### config.mk
export PLATFORM = sky130hd
export DESIGN_NAME = contador_arbitrario_nand
export DESIGN_NICKNAME = d
export VERILOG_FILES = /design/src/rtl/contador_arbitrario_nand.sv
export SDC_FILE = /design/constraint.sdc
export NUM_CORES = 1
export LEC_CHECK = 0
export ABC_CLOCK_PERIOD_IN_PS = 2780
export CORE_AREA = 2 2 39 41
export CTS_CLUSTER_DIAMETER = 200
export CTS_CLUSTER_SIZE = 25
export DETAILED_ROUTE_END_ITERATION = 8
export DIE_AREA = 0 0 41 43
export DONT_BUFFER_PORTS = 1
export GPL_TIMING_DRIVEN = 1
export PLACE_DENSITY_LB_ADDON = 0.1
export SYNTH_ARGS = -nofsm -noshare
export SYNTH_HDL_FRONTEND = slang
export SYNTH_SLANG_ARGS = --single-unit
### constraint.sdc
create_clock -name C -period 2.78 [get_ports C]
set_clock_uncertainty 0.2 [all_clocks]
set_input_delay 0.417 -clock C [delete_from_list [all_inputs] [get_ports C]]
set_output_delay 0.417 -clock C [all_outputs]
set_load 0.05 [all_outputs]
### src/rtl/contador_arbitrario_nand.sv
// Eleven-state JK counter (0,2,3,5,6,7,10,12,14,15,4) with NAND-only excitation.
// ARB_CNT_SELF_CORRECT_EN sends unused states to 0; otherwise to the next higher sequence state.

module jk_ff (
   input  logic C,
   input  logic Rn,
   input  logic J,
   input  logic K,
   output logic Q
);
   always_ff @(posedge C or negedge Rn) begin
      if (!Rn) begin
         Q <= 1'b0;
      end else begin
         case ({J, K})
            2'b00:   Q <= Q;
            2'b01:   Q <= 1'b0;
            2'b10:   Q <= 1'b1;
            default: Q <= ~Q;
         endcase
      end
   end
endmodule

module contador_arbitrario_nand (
   input  logic       C,
   input  logic       Rn,
   output logic [3:0] Q
);
   logic j3, k3, j2, k2, j1, k1, j0, k0;
   logic na, nb, nd;
   logic t0, j0_n, u, nor_ab;
   logic p2, p3, p12, p12a;
   logic bc_n, bc, bcd_n, bcd;

   // a=Q[3], b=Q[2], c=Q[1], d=Q[0]; inverters are tied-input NANDs
   nand g_na (na, Q[3], Q[3]);
   nand g_nb (nb, Q[2], Q[2]);
   nand g_nd (nd, Q[0], Q[0]);

   // J0 = c & (~a | b)
   nand g_t0   (t0, Q[3], nb);
   nand g_j0n  (j0_n, Q[1], t0);
   nand g_j0   (j0, j0_n, j0_n);

   // K0 = a | b | ~c
   nand g_u    (u, na, nb);
   nand g_nab  (nor_ab, u, u);
   nand g_k0   (k0, nor_ab, Q[1]);

   // K1 = a~b | ad | ~bd
   nand g_p2   (p2, Q[3], Q[0]);
   nand g_p3   (p3, nb, Q[0]);
   nand g_p12  (p12, t0, p2);
   nand g_p12a (p12a, p12, p12);
   nand g_k1   (k1, p12a, p3);

   // J3 = b & c & d
   nand g_bcn  (bc_n, Q[2], Q[1]);
   nand g_bc   (bc, bc_n, bc_n);
   nand g_bcdn (bcd_n, bc, Q[0]);
   nand g_bcd  (bcd, bcd_n, bcd_n);
   nand g_j3   (j3, bcd_n, bcd_n);

`ifdef ARB_CNT_SELF_CORRECT_EN
   logic nc;
   logic m_bd, y1, y2, xor_bd, xnor_bd, t1a_n, ab_n, ab, t2a_n;
   logic m_ad, z1, z2, xor_ad, j2_n;
   logic m_cd, w1, w2, xor_cd, xnor_cd, t1b_n, ac_n, acd, t2b_n;
   logic or_bc;

   nand g_nc (nc, Q[1], Q[1]);

   // J1 = ~a(b xnor d) | ab~d
   nand g_mbd  (m_bd, Q[2], Q[0]);
   nand g_y1   (y1, Q[2], m_bd);
   nand g_y2   (y2, Q[0], m_bd);
   nand g_xbd  (xor_bd, y1, y2);
   nand g_xnbd (xnor_bd, xor_bd, xor_bd);
   nand g_t1a  (t1a_n, na, xnor_bd);
   nand g_abn  (ab_n, Q[3], Q[2]);
   nand g_ab   (ab, ab_n, ab_n);
   nand g_t2a  (t2a_n, ab, nd);
   nand g_j1   (j1, t1a_n, t2a_n);

   // J2 = c(a xor d)
   nand g_mad  (m_ad, Q[3], Q[0]);
   nand g_z1   (z1, Q[3], m_ad);
   nand g_z2   (z2, Q[0], m_ad);
   nand g_xad  (xor_ad, z1, z2);
   nand g_j2n  (j2_n, Q[1], xor_ad);
   nand g_j2   (j2, j2_n, j2_n);

   // K2 = ~a(c xnor d) | a~cd
   nand g_mcd  (m_cd, Q[1], Q[0]);
   nand g_w1   (w1, Q[1], m_cd);
   nand g_w2   (w2, Q[0], m_cd);
   nand g_xcd  (xor_cd, w1, w2);
   nand g_xncd (xnor_cd, xor_cd, xor_cd);
   nand g_t1b  (t1b_n, na, xnor_cd);
   nand g_acn  (ac_n, Q[3], nc);
   nand g_ac   (acd, ac_n, ac_n);
   nand g_t2b  (t2b_n, acd, Q[0]);
   nand g_k2   (k2, t1b_n, t2b_n);

   // K3 = d | ~b~c, so 8/9/11/13/15 all leave the upper half
   nand g_obc  (or_bc, nb, nc);
   nand g_k3   (k3, nd, or_bc);
`else
   logic x_n, x, o_ad, j2_n;
   logic m_cd, w1, w2, xor_cd, xnor_cd, k2_n;

   // J1 = a | ~b | d
   nand g_xn   (x_n, na, Q[2]);
   nand g_x    (x, x_n, x_n);
   nand g_j1   (j1, x, nd);

   // J2 = c(a | d)
   nand g_oad  (o_ad, nd, na);
   nand g_j2n  (j2_n, Q[1], o_ad);
   nand g_j2   (j2, j2_n, j2_n);

   // K2 = ~a(c xnor d)
   nand g_mcd  (m_cd, Q[1], Q[0]);
   nand g_w1   (w1, Q[1], m_cd);
   nand g_w2   (w2, Q[0], m_cd);
   nand g_xcd  (xor_cd, w1, w2);
   nand g_xncd (xnor_cd, xor_cd, xor_cd);
   nand g_k2n  (k2_n, na, xnor_cd);
   nand g_k2   (k2, k2_n, k2_n);

   // MSB toggles on 7 and 15 only
   nand g_k3   (k3, bcd_n, bcd_n);
`endif

   jk_ff JK3 (.C(C), .Rn(Rn), .J(j3), .K(k3), .Q(Q[3]));
   jk_ff JK2 (.C(C), .Rn(Rn), .J(j2), .K(k2), .Q(Q[2]));
   jk_ff JK1 (.C(C), .Rn(Rn), .J(j1), .K(k1), .Q(Q[1]));
   jk_ff JK0 (.C(C), .Rn(Rn), .J(j0), .K(k0), .Q(Q[0]));
endmodule

==> metrics <==
initial core utilization 0.222; Overflow after GRT 0; final hold violation count 0; die area 0.00176 mm^2; vias in the first global route 215; final setup violating endpoints 0; WP data required 2690 ps; dominant cells by area after synthesis dfrtp_1 (33%), ha_1 (16%), buf_4 (9.8%); Max Cap Viol 0; Leak 0.000151 uW; vias per inst 4.44; total power 130 uW; top cells by count, synth buf_4 (4), dfrtp_1 (4), ha_1 (4); share of layout cells above drive strength 1 0.118; Async S/R FF share, synth 1.00; Tightest Pin Transition 648 ps; Synth cell types 16; clock transition at the registers of the reported paths 40 ps; top-area cell type share of the netlist area 0.327; worst-case vdd ir drop 0.000130 V; Setup Crit Path Kind reg2reg; worst relative slew slack 0.568; TritonRoute pass-1 iters 4; # DRC 0; Synth area leader dfrtp_1; crit path max fanout 7; fin crit period 2200 ps; row count 14; area delta synth->final 9.80%; sequential-to-total area share from yosys stat 0.327; Final GP Congestion 0.589; wire length of the first global-routing pass 993 um; IO Pins 6; CTS tree done; final net count 42; post-synthesis cell count 33; clk root buf clkbuf_4; Detailed Route WL 571 um; largest net degree at the start of global routing 10; clk buf depth 2; diode count 0; Post-synth EDFFs 0; initial antenna violation count 0; Top FF cell, synth dfrtp_1; gr usage total 0.0902; Synth warnings 0; Power Density 387 mW/mm^2; HPWL after detailed placement 429 um; Port Buffers 0; DR vias 222; H-tree depth 1; post-route ant nets 0; Hold Crit Class in2async; Num CTS Buffers 3; Die X 41 um; Resized Gates After CTS 0; Setup crit end kind register; core footprint 0.00138 mm^2; CP startpoint kind register; Netlist Area Pre-Place 307 um^2; Period Utilization, post-route 0.790; Synth Register Bits 4; Slew Viols, Final 0; drt wl/cell 11.4 um; top achievable clock speed 455 MHz; Post-Syn Nets 39; chip height 43 um; Iter 0 DRT Violations 6; CTS Sinks 4; WP data arrival 2110 ps; setup TNS 0 ps; status complete, no violations; Clock Latency Late Sink 230 ps; RSZ-0062 raised after global routing no; syn_area_per_cell 9.29 um^2
==> cells by family after synthesis <==
kind of cell | share of synthesized area
simple gates | 0.216
buf+inv | 0.122
compound gates | 0.114
fa+ha+maj | 0.163
flops | 0.327
xor+xnor | 0.0572
==> critical path, cell delays in order, from the launching register on <==
cell,delay (ps)
dfrtp_1,730
nor2b_1,270
a21oi_1,90
ha_1,350
nor3b_1,150
a221o_1,300
==> cell usage in the layout, fill, tap and decap left out <==
| master | instances |
|---|---|
| o21ai_0 | 1 |
| nor2_1 | 3 |
| xnor2_1 | 2 |
| a211oi_1 | 2 |
| and2_1 | 1 |
| dfrtp_1 | 4 |
| nand2_1 | 1 |
| a221o_1 | 1 |
| nor3b_1 | 2 |
| dlygate4sd3_1 | 1 |
| buf_4 | 1 |
| ha_1 | 4 |
| nand3_1 | 1 |
| nor2b_1 | 2 |
| clkbuf_4 | 3 |
| inv_1 | 2 |
| nand2b_1 | 2 |
| a21oi_1 | 1 |
==> metal layers <==
layer	share of wire	wire (um)	track usage	up-vias
met5	0	0	0	-
met1	0.39	221	0.0958	100
met3	0.13	73	0.0576	0
met4	0	0	0.0800	0
met2	0.48	276	0.116	12
li1	-	-	-	110
==> worst paths after layout <==
path	slack, ps	from	end	depth (start not counted)
setup / recovery	580	JK3.Q$_DFFE_PN0P_	JK1.Q$_DFFE_PN0P_	5
hold / removal	260	Rn	JK0.Q$_DFFE_PN0P_	1
setup reg to reg	580	JK3.Q$_DFFE_PN0P_	JK1.Q$_DFFE_PN0P_	5
hold reg to reg	510	JK2.Q$_DFFE_PN0P_	JK0.Q$_DFFE_PN0P_	2
max in group asynchronous	1940	Rn	JK2.Q$_DFFE_PN0P_	1
min in group C	510	JK2.Q$_DFFE_PN0P_	JK0.Q$_DFFE_PN0P_	2
==> cell type report <==
| class | count | area (um^2) |
|---|---|---|
| Fill cell | 153 | 1050 |
| Multi-Input combinational cell | 23 | 169 |
| Sequential cell | 4 | 100 |
| Clock buffer | 3 | 22.5 |
| Tap cell | 16 | 20.0 |
| Timing Repair Buffer | 2 | 17.5 |
| Inverter | 2 | 7.51 |
==> power breakdown <==
part / switching (uW) / total (uW) / internal [uW]
Clock: 21.5 / 69.6 / 48.1
Combinational: 1.07 / 2.04 / 0.967
Sequential: 0 / 58.6 / 58.6
==> per-stage QoR <==
step / hold WS (ps) / setup WS, ps / util / instance area [um^2] / std cells
detailed placement: -78.5 / 577 / 0.220 / 304 / 46
finish: 258 / 583 / 0.243 / 337 / 50
global route: 260 / 433 / 0.243 / 337 / 50
global placement: -78.5 / 649 / 0.220 / 304 / 46
CTS: 250 / 571 / 0.243 / 337 / 50
floorplan: -78.6 / 1080 / - / 307 / 33
==> registers in the layout (all words and copies together) (netlist names) <==
register	count
JK2.Q	1
JK1.Q	1
JK3.Q	1
JK0.Q	1
==> repair_timing <==
item,in CTS,in global routing
hold buffers,1,0
buffers inserted,0,0
hold endpoints to repair,4,0
No activity file was read; power rests on OpenSTA's default activity.
